==> src/rtl/hilo_muldiv_ctrl.sv <==
// Iterative MIPS multiply/divide sequencer that owns HI/LO; 35 cycles from accept to result.
// Define HILO_MULDIV_SIGNED_EN for signed MULT/DIV; otherwise ops 00/10 behave as MULTU/DIVU.
module hilo_muldiv_ctrl #(
  parameter int XLEN = 32
) (
  input  logic            clk,
  input  logic            rst_n,
  input  logic            req_valid,
  output logic            req_ready,
  input  logic [1:0]      req_op,
  input  logic [XLEN-1:0] req_a,
  input  logic [XLEN-1:0] req_b,
  input  logic            flush,
  input  logic            hilo_we,
  input  logic            hilo_sel,
  input  logic [XLEN-1:0] hilo_wdata,
  output logic            busy,
  output logic            done,
  output logic [XLEN-1:0] hi,
  output logic [XLEN-1:0] lo
);
  localparam int CW = $clog2(XLEN);

  typedef enum logic [1:0] {S_IDLE, S_PREP, S_RUN, S_FIX} state_e;

  state_e            state_q, state_d;
  logic [XLEN-1:0]   a_q, a_d, b_q, b_d;
  logic [XLEN-1:0]   hi_q, hi_d, lo_q, lo_d;
  logic [2*XLEN-1:0] acc_q, acc_d;
  logic [CW-1:0]     cnt_q, cnt_d;
  logic              is_div_q, is_div_d;
  logic              done_q, done_d;

  logic              accept;
  logic [XLEN:0]     mul_sum, rem_shift, rem_diff;
  logic [2*XLEN-1:0] result;

  assign req_ready = (state_q == S_IDLE) && !flush;
  assign accept    = req_valid && req_ready;
  assign busy      = (state_q != S_IDLE);
  assign done      = done_q;
  assign hi        = hi_q;
  assign lo        = lo_q;

  // acc holds {upper, lower} of the product, or {remainder, quotient} when dividing.
  assign mul_sum   = {1'b0, acc_q[2*XLEN-1:XLEN]} + (b_q[0] ? {1'b0, a_q} : '0);
  assign rem_shift = {acc_q[2*XLEN-1:XLEN], a_q[XLEN-1]};
  assign rem_diff  = rem_shift - {1'b0, b_q};

`ifdef HILO_MULDIV_SIGNED_EN
  logic is_signed_q, is_signed_d;
  logic neg_quo_q, neg_quo_d, neg_rem_q, neg_rem_d;
  logic sa, sb;

  assign sa = is_signed_q & a_q[XLEN-1];
  assign sb = is_signed_q & b_q[XLEN-1];

  always_comb begin
    result = acc_q;
    if (!is_div_q) begin
      if (neg_quo_q) result = -acc_q;
    end else begin
      if (neg_rem_q) result[2*XLEN-1:XLEN] = -acc_q[2*XLEN-1:XLEN];
      if (neg_quo_q) result[XLEN-1:0]      = -acc_q[XLEN-1:0];
    end
  end

  always_ff @(posedge clk or negedge rst_n) begin
    if (!rst_n) begin
      is_signed_q <= 1'b0;
      neg_quo_q   <= 1'b0;
      neg_rem_q   <= 1'b0;
    end else begin
      is_signed_q <= is_signed_d;
      neg_quo_q   <= neg_quo_d;
      neg_rem_q   <= neg_rem_d;
    end
  end
`else
  logic unused_op0;
  assign unused_op0 = req_op[0];
  assign result     = acc_q;
`endif

  always_comb begin
    // NOTE: every _d starts as its hold value so no path through this block can infer a latch.
    state_d  = state_q;
    a_d      = a_q;
    b_d      = b_q;
    hi_d     = hi_q;
    lo_d     = lo_q;
    acc_d    = acc_q;
    cnt_d    = cnt_q;
    is_div_d = is_div_q;
    done_d   = 1'b0;
`ifdef HILO_MULDIV_SIGNED_EN
    is_signed_d = is_signed_q;
    neg_quo_d   = neg_quo_q;
    neg_rem_d   = neg_rem_q;
`endif

    if (hilo_we && state_q == S_IDLE) begin
      if (hilo_sel) hi_d = hilo_wdata;
      else          lo_d = hilo_wdata;
    end

    unique case (state_q)
      S_IDLE: begin
        if (accept) begin
          a_d      = req_a;
          b_d      = req_b;
          is_div_d = req_op[1];
`ifdef HILO_MULDIV_SIGNED_EN
          is_signed_d = ~req_op[0];
`endif
          state_d  = S_PREP;
        end
      end
      S_PREP: begin
`ifdef HILO_MULDIV_SIGNED_EN
        a_d       = sa ? -a_q : a_q;
        b_d       = sb ? -b_q : b_q;
        // Divide-by-zero keeps the all-ones quotient regardless of dividend sign.
        neg_quo_d = (sa ^ sb) & ~(is_div_q & (b_q == '0));
        neg_rem_d = sa;
`endif
        acc_d   = '0;
        cnt_d   = '0;
        state_d = S_RUN;
      end
      S_RUN: begin
        if (is_div_q) begin
          a_d = a_q << 1;
          if (!rem_diff[XLEN]) acc_d = {rem_diff[XLEN-1:0], acc_q[XLEN-2:0], 1'b1};
          else                 acc_d = {rem_shift[XLEN-1:0], acc_q[XLEN-2:0], 1'b0};
        end else begin
          b_d   = b_q >> 1;
          acc_d = {mul_sum, acc_q[XLEN-1:1]};
        end
        cnt_d = cnt_q + CW'(1);
        if (cnt_q == CW'(XLEN - 1)) state_d = S_FIX;
      end
      S_FIX: begin
        hi_d    = result[2*XLEN-1:XLEN];
        lo_d    = result[XLEN-1:0];
        done_d  = 1'b1;
        state_d = S_IDLE;
      end
      default: state_d = S_IDLE;
    endcase

    if (flush && state_q != S_IDLE) begin
      state_d = S_IDLE;
      hi_d    = hi_q;
      lo_d    = lo_q;
      done_d  = 1'b0;
    end
  end

  // NOTE: sequential state uses <= so every flop samples pre-edge values regardless of order.
  always_ff @(posedge clk or negedge rst_n) begin
    if (!rst_n) begin
      state_q  <= S_IDLE;
      a_q      <= '0;
      b_q      <= '0;
      hi_q     <= '0;
      lo_q     <= '0;
      acc_q    <= '0;
      cnt_q    <= '0;
      is_div_q <= 1'b0;
      done_q   <= 1'b0;
    end else begin
      state_q  <= state_d;
      a_q      <= a_d;
      b_q      <= b_d;
      hi_q     <= hi_d;
      lo_q     <= lo_d;
      acc_q    <= acc_d;
      cnt_q    <= cnt_d;
      is_div_q <= is_div_d;
      done_q   <= done_d;
    end
  end

endmodule
==> config.mk <==
export PLATFORM = sky130hd
export DESIGN_NAME = hilo_muldiv_ctrl
export DESIGN_NICKNAME = d
export VERILOG_FILES = /design/src/rtl/hilo_muldiv_ctrl.sv
export SDC_FILE = /design/constraint.sdc
export NUM_CORES = 1
export LEC_CHECK = 0
export CAP_MARGIN = 40
export CORE_MARGIN = 4
export CORE_UTILIZATION = 49
export CTS_CLUSTER_DIAMETER = 200
export DETAILED_ROUTE_END_ITERATION = 10
export PLACE_DENSITY = 0.73
export SLEW_MARGIN = 10
export SYNTH_ARGS = -nofsm -noshare
export SYNTH_HDL_FRONTEND = slang
export SYNTH_SLANG_ARGS = --single-unit
==> constraint.sdc <==
create_clock -name clk -period 9.6 [get_ports clk]
set_clock_uncertainty 0.05 [all_clocks]
set_input_delay 1.92 -clock clk [delete_from_list [all_inputs] [get_ports clk]]
set_output_delay 1.92 -clock clk [all_outputs]
set_load 0.01 [all_outputs]
==> results of run 1 <==
-- synth_stat cells, types with 10 or more instances --
library cell / number
o211ai_1: 13
a21oi_1: 203
nand4_1: 10
a21o_1: 29
clkbuf_1: 72
o221ai_1: 18
xnor2_1: 33
inv_1: 58
and2_1: 34
o21ai_0: 116
xor2_1: 22
mux2i_1: 119
nor2_1: 101
nand3_1: 15
a31oi_1: 10
ha_1: 71
dfrtp_1: 201
o2bb2ai_1: 33
nor2b_1: 37
nand2_1: 134
-- cells by family after synthesis --
logic type,share of synthesized area
AND/OR/NAND/NOR,0.132
XOR/XNOR,0.0368
flip-flops,0.385
AO/OA/AOI/OAI,0.237
buffers and inverters,0.0467
multiplexers,0.0919
adder cells (fa/ha/maj),0.0710
-- layer usage --
metal / up-vias / global-route usage / part of all wire
met2: 435 / 0.366 / 0.42
met3: 57 / 0.0308 / 0.074
met5: - / 0 / 0
li1: 5513 / - / -
met4: 0 / 0.0551 / 0.022
met1: 5484 / 0.377 / 0.48
-- metrics by stage --
step / utilization / hold WS [ps] / total power [W] / cell area (um2) / instances
2_1_floorplan: - / 419 / 0.00337 / 13100 / 1466
3_3_place_gp: 0.573 / 412 / 0.00422 / 15000 / 1895
3_5_place_dp: 0.575 / 419 / 0.00429 / 15000 / 1898
4_1_cts: 0.607 / 432 / 0.00526 / 15900 / 1942
5_1_grt: 0.607 / 451 / 0.00566 / 15900 / 1942
6_report: 0.607 / 425 / 0.00527 / 15900 / 1942
-- tightest hold or removal path, cell delays in order (launching register included) --
cell and delay [ps]:
dfrtp_1 340, nand2_1 40, o21ai_0 60
-- registers in the layout, indices dropped and copies added (netlist names) --
signal,count
a_q,32
acc_q,64
b_q,32
cnt_q,5
done,1
hi,32
is_div_q,1
lo,32
state_q,2
-- power groups by stage --
| stage | registers (W) | logic [W] | clock network [W] |
|---|---|---|---|
| finish | 0.00147 | 0.00284 | 0.000952 |
| floorplan | 0.00142 | 0.00195 | 0 |
| detailed placement | 0.00148 | 0.00280 | 0 |
| CTS | 0.00147 | 0.00282 | 0.000964 |
| global route | 0.00152 | 0.00314 | 0.00100 |
| global placement | 0.00147 | 0.00275 | 0 |
-- worst max-delay path by stage --
stage           from        end  slack (ps)  cells after the start
6_report       flush  req_ready        4460                      3
5_1_grt        flush  req_ready        4420                      3
4_1_cts        flush  req_ready        4470                      3
3_5_place_dp   flush  req_ready        4470                      3
3_3_place_gp   flush  req_ready        4490                      3
2_1_floorplan  flush  req_ready        5550                      1
-- layout make-up --
type,instances,area [um2],area share
clock buffers,37,741,0.0467
clock inverters,7,95.1,0.00600
inverters,60,225,0.0142
multi-input cells,1117,7510,0.473
flip-flops and latches,201,5030,0.317
well taps,335,419,0.0264
repair buffers,185,1840,0.116
==> run_results.csv, run 1 <==
group,metric,value,unit
placement,numPortBuffers,169,
yosys,synth_top_area_share,0.385,
yosys,ys_ff_latch,201,
critical_path,crit_required,7630,ps
die,die_area,0.0294,mm2
power_and_ir_drop,power_density,332,mW/mm2
cts,cts_buffers,24,
critical_path,r2r_slack,5370,ps
timing,rsz0062_at_grt,"no",
yosys,synth_edf_count,0,
die,ioPinCount,171,
cts,clk_pin_slew_worst_paths,50,ps
timing,maxSlewViolCount,0,
critical_path,startpoint_type,"input port",
cts,holdBufCountCts,0,
critical_path,crit_fanout,8,
finish,drive_gt1_frac,0.0498,
detailed_routing,num_vias,11500,
outcome,outcome,"finished, final reports clean",
yosys,netlist_area,0.0131,mm2
cts,post_cts_buffers,0,
finish,final_common_cell,"a21oi_1",
cts,clkSinkCount,201,
critical_path,cpLargestDelayFamily,"buffers and inverters",
placement,dp_hpwl,26500,um
finish,fillers,2275,
power_and_ir_drop,ir_drop,0.143,mV
timing,max_clock_freq,195,MHz
timing,fin_crit_sh,0.535,
critical_path,path_cells,"clkdlybuf4s50_1, nor2_1, clkdlybuf4s50_1",
die,num_rows,59,
worst_hold_path,holdPathStages,2,
yosys,seq_area_frac_synth,0.385,
finish,syn_to_final_growth,21.3,%
timing,slew_headroom,0.322,
yosys,avgSynthCellArea,8.92,um2
detailed_routing,drc,0,
cts,htree_levels,1,
cts,cts_tree,"built",
finish,num_antenna_cells,0,
global_route,first_global_vias,11000,
timing,hold_violations,0,
global_route,grt_overflow,0,
detailed_routing,drtIter0Drc,1317,
worst_hold_path,min-delay-start,"lo[21]$_DFFE_PN0P_",
finish,final_cell_mix,"a21oi_1, dfrtp_1, clkdlybuf4s50_1",
global_route,grt_max_degree,97,
global_route,grt_pass1_wl,58200,um
global_route,grt_usage,0.244,
finish,fin_nets,1766,
critical_path,critPathBufInv,2,
placement,place_congestion,0.959,
yosys,synth_area_leader_cell,"dfrtp_1",
timing,setup_ws,4460,ps
flow_run,drv_cap,0,
power_and_ir_drop,p_comb_frac,0.540,
cts,worstSkewPairLatency,530,ps
timing,worst_pin_slew,1010,ps
die,core,0.0261,mm2
power_and_ir_drop,pwr-share-clk,0.181,
yosys,ys_warn_count,0,
critical_path,end_kind,"output port",
die,die_h,171,um
cts,cts.path.max_buffers,3,
detailed_routing,wl_per_cell,18.7,um
cts,post_cts_resized,0,
die,start_util,0.501,
power_and_ir_drop,p_leak,7.06,nW
critical_path,critPathMostFrequentCell,"clkdlybuf4s50_1",
timing,min_period,5140,ps
placement,place_ws,4470,ps
critical_path,path_class,"in2out",
yosys,async_flop_share,1.00,
yosys,synth_area_leaders,"dfrtp_1, mux2i_1, a21oi_1",
die,dieWidth,171,um
worst_hold_path,hold_path_class,"reg2reg",
critical_path,r2r-start,"b_q[0]$_DFFE_PN0P_",
detailed_routing,dr.pass1.iters,6,
critical_path,reg2reg_depth,14,
power_and_ir_drop,swShare,0.444,
detailed_routing,routed_wl,36400,um
timing,finalSetupTns,0,ps
power_and_ir_drop,pwr-share-seq,0.280,
cts,cts_root_buffer,"clkbuf_16",
critical_path,critPathMaxStageDelay,560,ps
yosys,ys.flop_type,"dfrtp_1",
critical_path,critPathSlowestCell,"clkdlybuf4s50_1",
critical_path,r2r_end,"acc_q[59]$_DFFE_PN0P_",
detailed_routing,vias_per_cell,5.92,
worst_hold_path,min_to,"lo[21]$_DFFE_PN0P_",
power_and_ir_drop,internal-power,0.00293,W
power_and_ir_drop,switchingPower,0.00234,W
global_route,antenna_found_initial,0,
yosys,netlist-cell-type-count,71,
yosys,syn_inst,1466,
detailed_routing,ant_nets,0,
timing,setup_viol,0,
yosys,syn_nets,1643,
critical_path,arrival,3170,ps
Power figures use the tool's default switching activity.
==> inputs of run 2 (changes only) <==
Settings changed: PLACE_DENSITY 0.73 to 0.76.
Clock period 9.6 ns to 4.12 ns, I/O delays scaled along.
==> run_results.csv, run 2 (synthesis gave the netlist of run 1 again) <==
group,metric,value,unit
critical_path,crit_path_start,"a_q[31]$_DFFE_PN0P_",
timing,min_period,3670,ps
global_route,antenna_found_initial,1,
cts,clk_pin_slew_worst_paths,60,ps
detailed_routing,dr.pass1.iters,6,
power_and_ir_drop,p_leak,7.05,nW
detailed_routing,num_vias,11500,
detailed_routing,routed_wl,36600,um
die,die_h,171,um
cts,htree_levels,1,
finish,multi_input_area,0.00751,mm2
critical_path,arrival,3990,ps
finish,final_cell_mix,"a21oi_1, dfrtp_1, clkdlybuf4s50_1",
finish,final_cell_area,0.0158,mm2
worst_hold_path,hold_path_class,"in2async",
finish,utilization,0.605,
power_and_ir_drop,ir_drop,0.362,mV
timing,rsz0062_at_grt,"no",
global_route,first_global_vias,10900,
finish,syn_to_final_growth,20.9,%
power_and_ir_drop,power_density,768,mW/mm2
power_and_ir_drop,swShare,0.449,
global_route,grt_usage,0.244,
finish,regArea,0.00503,mm2
timing,slew_headroom,0.388,
cts,cts_root_buffer,"clkbuf_16",
timing,setup_viol,0,
detailed_routing,vias_per_cell,5.92,
timing,max_clock_freq,272,MHz
cts,clkSinkCount,201,
global_route,grt_pass1_wl,58200,um
power_and_ir_drop,pwr-share-seq,0.287,
cts,holdBufCountCts,0,
timing,fin_crit_sh,0.892,
placement,dp_hpwl,26800,um
die,die_area,0.0294,mm2
finish,num_antenna_cells,0,
finish,largest_register,"acc_q",
timing,worst_pin_slew,919,ps
critical_path,crit_required,4440,ps
cts,post_cts_resized,0,
critical_path,crit_fanout,32,
timing,hold_violations,0,
die,ioPinCount,171,
flow_run,drv_cap,0,
detailed_routing,ant_nets,0,
placement,placed_area,0.0151,mm2
power_and_ir_drop,finalPower,0.0121,W
critical_path,startpoint_type,"register",
critical_path,path_class,"reg2reg",
cts,worstSkewPairLatency,520,ps
finish,fin_nets,1770,
die,start_util,0.501,
timing,finalSetupTns,0,ps
cts,cts_buffers,23,
detailed_routing,drtIter0Drc,1185,
detailed_routing,drc,0,
power_and_ir_drop,pwr-share-clk,0.168,
cts,cts.path.max_buffers,3,
finish,fillers,2307,
die,dieWidth,171,um
finish,drive_gt1_frac,0.0516,
global_route,grt_overflow,0,
die,num_rows,59,
global_route,grt_max_degree,97,
timing,maxSlewViolCount,0,
placement,numPortBuffers,169,
placement,place_congestion,0.920,
detailed_routing,wl_per_cell,18.8,um
die,core,0.0261,mm2
finish,largest_reg_flops,64,
power_and_ir_drop,internal-power,0.00669,W
critical_path,r2r-start,"a_q[31]$_DFFE_PN0P_",
cts,post_cts_buffers,0,
power_and_ir_drop,switchingPower,0.00546,W
critical_path,end_kind,"register",
outcome,outcome,"finished, final reports clean",
power_and_ir_drop,p_comb_frac,0.545,
finish,final_common_cell,"a21oi_1",
cts,cts_tree,"built",
[run 2: area by class of cell]
class | count | area share
multi-input cells | 1117 | 0.475
clock inverters | 8 | 0.00522
well taps | 335 | 0.0265
repair buffers | 190 | 0.119
flip-flops and latches | 201 | 0.318
inverters | 60 | 0.0142
clock buffers | 33 | 0.0426
[run 2: worst paths after layout]
check	endpoint	depth (start not counted)	slack, ps
max in group asynchronous	is_div_q$_DFFE_PN0P_	2	2740
hold / removal	acc_q[7]$_DFFE_PN0P_	1	330
setup reg to reg	acc_q[60]$_DFFE_PN0P_	12	450
hold reg to reg	lo[23]$_DFFE_PN0P_	2	430
setup / recovery	acc_q[60]$_DFFE_PN0P_	12	450
min in group clk	lo[23]$_DFFE_PN0P_	2	430
[run 2: per-layer routing]
layer  wire length [um]  global-route usage  up-vias
met5                  0                   0        -
met4                683              0.0499        0
met3               2940              0.0338       61
met2              16100               0.377      418
met1              16900               0.368     5518
li1                   -                   -     5517
[run 2: through the flow]
stage | hold WS [ps] | worst slack, ps | instances
5_1_grt | 387 | 199 | 1944
6_report | 332 | 446 | 1944
3_3_place_gp | 412 | 561 | 1901
2_1_floorplan | 419 | 1110 | 1466
3_5_place_dp | 420 | 505 | 1903
4_1_cts | 351 | 474 | 1944
[run 2: worst max-delay path, stage by stage, from the launching register on]
cell	delay (ps)
dfrtp_1	400
inv_1	60
ha_1	220
fa_1	390
nand2b_1	200
a21o_1	210
a21oi_1	230
nand4_1	200
a31oi_1	360
o41a_4	260
and2_4	540
mux2i_1	260
o221ai_1	140
[run 2: power by group through the flow]
stage          clock network (W)  logic [W]  registers [W]
2_1_floorplan                  0    0.00454        0.00332
3_3_place_gp                   0    0.00638        0.00347
3_5_place_dp                   0    0.00651        0.00350
4_1_cts                  0.00208    0.00657        0.00347
5_1_grt                  0.00216    0.00728        0.00358
6_report                 0.00204    0.00662        0.00348
==> inputs of run 3 (changes only) <==
Settings changed: DONT_BUFFER_PORTS from default to 1, PLACE_DENSITY 0.76 to 0.67, SETUP_SLACK_MARGIN from default to 0.05.
==> run_results.csv, run 3 (synthesis gave the netlist of run 1 again) <==
group,metric,value,unit
critical_path,path_cells,"buf_4, and2_1, ha_1, a21oi_1, o211ai_1, a41oi_1, o21ai_0, a41oi_1, o22ai_1, xor2_1, a22oi_1, o21ai_0",
timing,hold_violations,192,
critical_path,reg2reg_depth,12,
finish,fillers,2423,
cts,cts_buffers,24,
timing,rsz0062_at_grt,"no",
critical_path,crit_end,"acc_q[58]$_DFFE_PN0P_",
global_route,grt_usage,0.240,
timing,max_clock_freq,272,MHz
die,start_util,0.501,
power_and_ir_drop,switchingPower,0.00535,W
power_and_ir_drop,power_density,818,mW/mm2
die,ioPinCount,171,
critical_path,crit_fanout,27,
finish,drive_gt1_frac,0.0576,
detailed_routing,dr.pass1.iters,5,
detailed_routing,drtIter0Drc,831,
critical_path,critPathMaxStageDelay,450,ps
critical_path,r2r_slack,440,ps
timing,fin_crit_sh,0.894,
cts,post_cts_buffers,0,
placement,numPortBuffers,0,
die,dieWidth,171,um
detailed_routing,wl_per_cell,20.1,um
timing,setup_viol,0,
global_route,grt_pass1_wl,57300,um
outcome,violations,"hold timing",
finish,final_cell_mix,"a21oi_1, dfrtp_1, nand2_1",
detailed_routing,ant_nets,0,
placement,place_congestion,0.972,
finish,num_antenna_cells,0,
global_route,grt_overflow,0,
timing,setup_ws,437,ps
outcome,outcome,"finished, violations left",
critical_path,crit_path_start,"b_q[0]$_DFFE_PN0P_",
global_route,first_global_vias,10500,
flow_run,drv_cap,0,
timing,slew_headroom,0.390,
critical_path,cpLargestDelayFamily,"compound AO/OA/AOI/OAI gates",
detailed_routing,num_vias,10800,
cts,clkSinkCount,201,
critical_path,critPathBufInv,1,
finish,fin_nets,1600,
detailed_routing,vias_per_cell,6.06,
placement,place_ws,423,ps
cts,clk_pin_slew_worst_paths,60,ps
power_and_ir_drop,pwr-share-seq,0.315,
timing,worst_pin_slew,915,ps
critical_path,arrival,4030,ps
power_and_ir_drop,ir_drop,0.441,mV
die,die_h,171,um
finish,syn_to_final_growth,8.46,%
timing,finalSetupTns,0,ps
finish,largest_register,"acc_q",
detailed_routing,routed_wl,35600,um
die,die_area,0.0294,mm2
power_and_ir_drop,p_leak,6.42,nW
critical_path,startpoint_type,"register",
critical_path,end_kind,"register",
placement,dp_hpwl,25500,um
power_and_ir_drop,swShare,0.461,
critical_path,worstSetupPathDepth,12,
critical_path,path_class,"reg2reg",
worst_hold_path,hold_path_class,"in2async",
timing,min_period,3680,ps
cts,cts_root_buffer,"clkbuf_16",
finish,final_common_cell,"a21oi_1",
global_route,antenna_found_initial,0,
cts,worstSkewPairLatency,530,ps
power_and_ir_drop,pwr-share-clk,0.192,
critical_path,crit_required,4470,ps
timing,maxSlewViolCount,0,
critical_path,r2r_end,"acc_q[58]$_DFFE_PN0P_",
finish,largest_reg_flops,64,
cts,cts_tree,"built",
power_and_ir_drop,p_comb_frac,0.493,
timing,holdWs,-51.4,ps
global_route,grt_max_degree,202,
die,num_rows,59,
die,core,0.0261,mm2
critical_path,r2r-start,"b_q[0]$_DFFE_PN0P_",
critical_path,critPathSlowestCell,"dfrtp_1",
cts,cts.path.max_buffers,3,
power_and_ir_drop,internal-power,0.00626,W
detailed_routing,drc,0,
cts,htree_levels,1,
-- run 3: cell count changes in the layout (fill, tap and decap cells not counted), sizes merged --
| cell | delta |
|---|---|
| buf | -2 |
| inv | -1 |
| clkinvlp | +1 |
| bufinv | +2 |
| clkdlybuf4s50 | -168 |
-- run 3: how the worst min path moves through the flow --
stage                                 from                     end  slack, ps  depth (start not counted)
CTS                                  rst_n       lo[3]$_DFFE_PN0P_        -70                          0
finish                               rst_n    acc_q[9]$_DFFE_PN0P_        -50                          0
detailed placement    cnt_q[0]$_DFFE_PN0P_    cnt_q[0]$_DFFE_PN0P_        450                          1
global route                         rst_n    acc_q[8]$_DFFE_PN0P_        -80                          0
global placement      cnt_q[0]$_DFFE_PN0P_    cnt_q[0]$_DFFE_PN0P_        440                          1
floorplan           state_q[0]$_DFFE_PN0P_  state_q[0]$_DFFE_PN0P_        420                          2
-- run 3: worst reg2reg max path, cell delays in order, from the launching register on --
cell	delay (ps)
dfrtp_1	450
buf_4	240
and2_1	190
ha_1	360
a21oi_1	290
o211ai_1	210
a41oi_1	380
o21ai_0	270
a41oi_1	400
o22ai_1	250
xor2_1	200
a22oi_1	160
o21ai_0	100
-- run 3: power by group through the flow --
stage | combinational, W | sequential, W | clock [W]
3_3_place_gp | 0.00555 | 0.00367 | 0
3_5_place_dp | 0.00563 | 0.00370 | 0
2_1_floorplan | 0.00454 | 0.00332 | 0
6_report | 0.00573 | 0.00366 | 0.00222
5_1_grt | 0.00643 | 0.00377 | 0.00233
4_1_cts | 0.00567 | 0.00366 | 0.00227
-- run 3: cell type report --
cell class	count	area [um2]	area share
multi-input cells	1117	7520	0.530
repair buffers	19	155	0.0109
clock inverters	10	143	0.0101
well taps	335	419	0.0295
clock buffers	34	688	0.0485
inverters	60	225	0.0159
flip-flops and latches	201	5030	0.355
-- run 3: what timing repair did --
action,CTS,global route
gates resized for setup,0,1
endpoints found under the hold margin,201,201
endpoints found under the setup margin,0,2
-- run 3: metrics by stage --
| stage | utilization | area [um2] | total power, W | cells | hold slack [ps] |
|---|---|---|---|---|---|
| final | 0.543 | 14200 | 0.0116 | 1776 | -51.4 |
| after CTS | 0.543 | 14200 | 0.0116 | 1776 | -73.4 |
| after detailed placement | 0.511 | 13300 | 0.00933 | 1732 | 452 |
| after global routing | 0.543 | 14200 | 0.0125 | 1776 | -78.1 |
| after global placement | 0.511 | 13300 | 0.00922 | 1732 | 441 |
| after floorplan | - | 13100 | 0.00785 | 1466 | 419 |
-- run 3: metal layers --
metal	global-route usage	vias to the layer above	wire (um)
met2	0.361	386	15000
met1	0.358	5114	16700
met5	0	-	0
met4	0.0486	0	821
li1	-	5199	-
met3	0.0501	62	3100
